==> src/rtl/muxn_stream_arb.sv <==
// N-channel registered stream multiplexer with a valid/ready handshake; grant by external select (MODE 0) or round-robin (MODE 1).
// Optional macro MUXN_SKID_EN adds a one-entry skid register so that in_ready depends only on registered state.
module muxn_stream_arb #(
    parameter int N     = 4,
    parameter int WIDTH = 32,
    parameter int MODE  = 0,
    localparam int SELW = (N > 1) ? $clog2(N) : 1
) (
    input  logic               clk,
    input  logic               reset,
    input  logic [SELW-1:0]    sel,
    input  logic [N*WIDTH-1:0] in_data,
    input  logic [N-1:0]       in_valid,
    output logic [N-1:0]       in_ready,
    output logic [WIDTH-1:0]   out_data,
    output logic [SELW-1:0]    out_chan,
    output logic               out_valid,
    input  logic               out_ready
);

    localparam logic [SELW:0] N_W = (SELW + 1)'(N);

    logic [SELW-1:0]  ptr_r;
    logic [SELW:0]    rr_s;
    logic             grant_vld_s;
    logic [SELW-1:0]  grant_s;
    logic [WIDTH-1:0] grant_data_s;
    logic             ready_s;
    logic             load_s;
    logic             xfer_s;
    logic [WIDTH-1:0] out_data_r;
    logic [SELW-1:0]  out_chan_r;
    logic             out_valid_r;
`ifdef MUXN_SKID_EN
    logic             skid_full_r;
    logic [WIDTH-1:0] skid_data_r;
    logic [SELW-1:0]  skid_chan_r;
`endif

    // Returns {found, channel}: first valid channel after 'last', wrapping N-1 -> 0.
    function automatic logic [SELW:0] rr_pick(input logic [N-1:0] valid, input logic [SELW-1:0] last);
        logic [SELW:0] pick;
        logic [SELW:0] c;
        pick = '0;
        for (int k = 1; k <= N; k++) begin
            c = {1'b0, last} + (SELW + 1)'(k);
            c = (c >= N_W) ? (c - N_W) : c;
            if (!pick[SELW] && valid[c[SELW-1:0]]) begin
                pick = {1'b1, c[SELW-1:0]};
            end
        end
        return pick;
    endfunction

    assign rr_s   = rr_pick(in_valid, ptr_r);
    assign load_s = !out_valid_r || out_ready;

    // Grant selection: external select or round-robin search.
    always_comb begin
        grant_vld_s = 1'b0;
        grant_s     = '0;
        if (MODE == 0) begin
            if ({1'b0, sel} < N_W) begin
                grant_vld_s = 1'b1;
                grant_s     = sel;
            end else begin
                grant_vld_s = 1'b0;
                grant_s     = '0;
            end
        end else begin
            grant_vld_s = rr_s[SELW];
            grant_s     = rr_s[SELW-1:0];
        end
    end

    // Ready for the granted channel; the skid variant cuts the path from out_ready.
    always_comb begin
        ready_s = 1'b0;
`ifdef MUXN_SKID_EN
        ready_s = !skid_full_r;
`else
        ready_s = load_s;
`endif
    end

    // One-hot in_ready, transfer strobe and data select for the granted channel.
    always_comb begin
        in_ready     = '0;
        grant_data_s = '0;
        for (int i = 0; i < N; i++) begin
            if (grant_s == SELW'(i)) begin
                in_ready[i]  = !reset && grant_vld_s && ready_s;
                grant_data_s = in_data[i*WIDTH +: WIDTH];
            end else begin
                in_ready[i]  = 1'b0;
            end
        end
        xfer_s = |(in_valid & in_ready);
    end

    // Round-robin last-grant pointer; moves only on a transfer.
    always_ff @(posedge clk or posedge reset) begin
        if (reset) begin
            ptr_r <= SELW'(N - 1);
        end else if (xfer_s) begin
            ptr_r <= grant_s;
        end else begin
            ptr_r <= ptr_r;
        end
    end

    // Output stage (and skid entry) with hold under backpressure.
    always_ff @(posedge clk or posedge reset) begin
        if (reset) begin
            out_valid_r <= 1'b0;
            out_data_r  <= '0;
            out_chan_r  <= '0;
`ifdef MUXN_SKID_EN
            skid_full_r <= 1'b0;
            skid_data_r <= '0;
            skid_chan_r <= '0;
`endif
        end else if (load_s) begin
`ifdef MUXN_SKID_EN
            if (skid_full_r) begin
                out_valid_r <= 1'b1;
                out_data_r  <= skid_data_r;
                out_chan_r  <= skid_chan_r;
                skid_full_r <= 1'b0;
            end else
`endif
            if (xfer_s) begin
                out_valid_r <= 1'b1;
                out_data_r  <= grant_data_s;
                out_chan_r  <= grant_s;
            end else begin
                out_valid_r <= 1'b0;
            end
        end else begin
`ifdef MUXN_SKID_EN
            // Stalled output: a word accepted now parks in the skid entry.
            if (xfer_s) begin
                skid_full_r <= 1'b1;
                skid_data_r <= grant_data_s;
                skid_chan_r <= grant_s;
            end
`endif
            out_valid_r <= out_valid_r;
        end
    end

    assign out_data  = out_data_r;
    assign out_chan  = out_chan_r;
    assign out_valid = out_valid_r;

endmodule
==> config.mk <==
export PLATFORM = sky130hd
export DESIGN_NAME = muxn_stream_arb
export DESIGN_NICKNAME = d
export VERILOG_FILES = /design/src/rtl/muxn_stream_arb.sv
export SDC_FILE = /design/constraint.sdc
export NUM_CORES = 1
export LEC_CHECK = 0
export ABC_CLOCK_PERIOD_IN_PS = 2900
export CORE_AREA = 2 2 66 115
export CTS_BUF_LIST = sky130_fd_sc_hd__clkbuf_4 sky130_fd_sc_hd__clkbuf_8
export CTS_CLUSTER_DIAMETER = 120
export DETAILED_ROUTE_END_ITERATION = 8
export DIE_AREA = 0 0 68 117
export GPL_TIMING_DRIVEN = 0
export PLACE_DENSITY = 0.89
export SYNTH_ARGS = -nofsm -noshare
export SYNTH_HDL_FRONTEND = slang
export SYNTH_SLANG_ARGS = --single-unit
==> constraint.sdc <==
create_clock -name clk -period 2.9 [get_ports clk]
set_clock_uncertainty 0.1 [all_clocks]
set_input_delay 0.58 -clock clk [delete_from_list [all_inputs] [get_ports clk]]
set_output_delay 0.58 -clock clk [all_outputs]
set_load 0.1 [all_outputs]
==> qor.yml, run 1 <==
ys_warn_count: 0
tightestPinTransition_ns: 1.01
synth.distinct_cells: 19
clockBufferDepth: 2
first_pass_iters: 4
place_ws_ns: -1.27
crit_fanout: 10
clk_pin_slew_ns: 0.07
fin_ws_ns: 0.0915
area_delta_synth_final_pct: 85.6
synth_xor_area_frac: 0
crit_arrival_ns: 2.13
finalSetupViolCount: 0
required_ns: 2.22
grt_max_degree: 20
slew_viol_final: 0
synth_seq_cells: 35
worstHoldPathType: "reg -> reg"
layout-drive-gt1-share: 0.292
leakage_nw: 1.81
timing.hold.ws_ns: 0.411
endpoint_kind: "primary output"
wl_per_cell_um: 19.8
io_pins: 176
synth_area_per_cell_um2: 17.9
rsz0062_at_grt: "false"
insertion_delay_ns: 0.28
fin_cells: 405
grt_pass1_vias: 2273
antenna_found_initial: 0
power_density_nw_per_um2: 689
routed_wl_um: 8020
finish.utilization: 0.624
cts_made_buffers: 5
place_area_um2: 4290
via_per_inst: 5.03
clock.fmax_mhz: 356
synth_area_um2: 2380
swShare: 0.503
synth_nets: 270
fin_crit_ns: 2.81
grt_overflow: 0
critPathKind: "in -> out"
cts.sinks: 35
final_nets: 455
cp-start-kind: "primary input"
drc: 0
cts_tree: "built"
period_share: 0.968
stdcell_area_um2: 4410
diodes: 0
cap_violations: 0
antenna_left: 0
post-dp-hpwl_um: 6440
cts_root_buf: "clkbuf_8"
synth-seq-area-share: 0.368
p_clk_frac: 0.130
p_sw_mw: 1.53
grt_pass1_wl_um: 11700
power_frac_comb: 0.639
dieArea_um2: 7960
synth_fa_ha_area_frac: 0
status: "completed"
totalPowerFinal_mw: 3.04
num-fill-cells: 561
finalSetupTns_ns: 0
relSlewSlack: 0.322
port_buffers: 175
die_w_um: 68
rows: 41
internal_power_mw: 1.51
grt_usage: 0.203
chipHeight_um: 117
final_hold_viol_count: 0
cts.htree.levels: 2
seqPwrFrac: 0.231
synth_top_family_by_area: "multiplexers"
gp_congestion: 0.776
synth.area.mux_share: 0.536
core-area_um2: 7080
synth_compound_area_frac: 0.0158
ir_drop_v: 0.000318
drt_iter0_drc: 97
vias: 2038
synthSimpleGateAreaFrac: 0.0242
dp.cells: 394
ctsHoldBuffers: 0
synthCells: 133
initial_utilization: 0.336
## layout by cell type (no fill, tap or decap), types with 2 or more instances in the layout
master,count
a31oi_1,2
buf_12,3
buf_4,2
buf_6,7
clkbuf_1,2
clkbuf_4,2
clkbuf_8,7
clkdlybuf4s50_1,171
clkinvlp_2,2
dfrtp_1,35
inv_1,2
mux2_2,5
mux2_4,29
mux2i_1,2
mux4_1,5
mux4_2,28
nor3_4,4
o21ai_0,2
o31ai_1,2
## registers in the layout (all words and copies together) (netlist names)
| name | cells |
|---|---|
| out_chan | 2 |
| out_data | 32 |
| out_valid | 1 |
## layer usage
layer / track usage / wire (um)
met1: 0.214 / 2670
met2: 0.396 / 4790
met3: 0.0325 / 388
met4: 0.0600 / 170
met5: 0 / 0
## final timing paths
path | from | end | slack [ns] | cells past startpoint
min in group asynchronous | reset | out_valid$_DFFE_PP0N_ | 0.79 | 3
setup reg to reg | out_valid$_DFFE_PP0N_ | out_data[13]$_DFFE_PP0P_ | 1.35 | 4
hold / removal | out_data[24]$_DFFE_PP0P_ | out_data[24]$_DFFE_PP0P_ | 0.41 | 1
setup / recovery | sel[0] | in_ready[1] | 0.09 | 6
max in group asynchronous | reset | out_data[1]$_DFFE_PP0P_ | 1.33 | 2
hold reg to reg | out_data[24]$_DFFE_PP0P_ | out_data[24]$_DFFE_PP0P_ | 0.41 | 1
## critical path: stages
cell and delay, ns:
clkdlybuf4s50_1 0.51, buf_6 0.19, buf_6 0.20, inv_1 0.14
nor3_4 0.19, buf_4 0.31
## cell families after synthesis
family,after synthesis
multiplexers,69
flip-flops,35
buffers and inverters,14
AND/OR/NAND/NOR,9
AO/OA/AOI/OAI,6
## what timing repair did
| item | CTS | global route |
|---|---|---|
| gates resized for setup | 24 | 4 |
| cloned | 2 | 0 |
| endpoints found under the setup margin | 4 | 3 |
| buffers inserted | 1 | 0 |
## synth_stat cells
cell type,number,area (um2)
a31oi_1,2,12.5
nor2b_1,1,6.26
inv_1,3,11.3
nand2_1,2,7.51
nand3_4,1,17.5
nor3_1,4,20.0
o21ai_0,2,10.0
mux4_2,28,631
buf_6,4,45.0
buf_12,3,60.1
mux4_1,5,131
clkbuf_1,2,7.51
buf_2,2,10.0
mux2i_1,2,20.0
mux2_4,29,435
nand2b_1,1,6.26
mux2_2,5,56.3
dfrtp_1,35,876
o31ai_1,2,15.0
## cell type report
type / instances / area [um2] / share of cell area
Timing Repair Buffer: 176 / 1760 / 0.398
Buffer: 11 / 129 / 0.0292
Inverter: 3 / 15.0 / 0.00340
Multi-Input combinational cell: 84 / 1420 / 0.321
Sequential cell: 35 / 876 / 0.198
Timing Repair inverter: 2 / 10.0 / 0.00227
Tap cell: 86 / 108 / 0.0244
Clock buffer: 8 / 104 / 0.0235
## power groups by stage
stage | sequential [mW] | combinational (mW) | clock, mW
6_report | 0.702 | 1.94 | 0.396
5_1_grt | 0.720 | 1.99 | 0.428
4_1_cts | 0.702 | 1.95 | 0.415
3_5_place_dp | 0.711 | 1.94 | 0
3_3_place_gp | 0.702 | 1.93 | 0
2_1_floorplan | 1.71 | 0.387 | 0
No activity file was read; power rests on OpenSTA's default activity.
==> inputs of run 2 (changes only) <==
--- a/config.mk
+++ b/config.mk
@@ -9,6 +9,7 @@
 export CORE_AREA = 2 2 66 115
 export CTS_BUF_LIST = sky130_fd_sc_hd__clkbuf_4 sky130_fd_sc_hd__clkbuf_8
 export CTS_CLUSTER_DIAMETER = 120
+export CTS_CLUSTER_SIZE = 30
 export DETAILED_ROUTE_END_ITERATION = 8
 export DIE_AREA = 0 0 68 117
 export GPL_TIMING_DRIVEN = 0
==> results of run 2 <==
Final layout, timing and power as in run 1 (identical DEF).
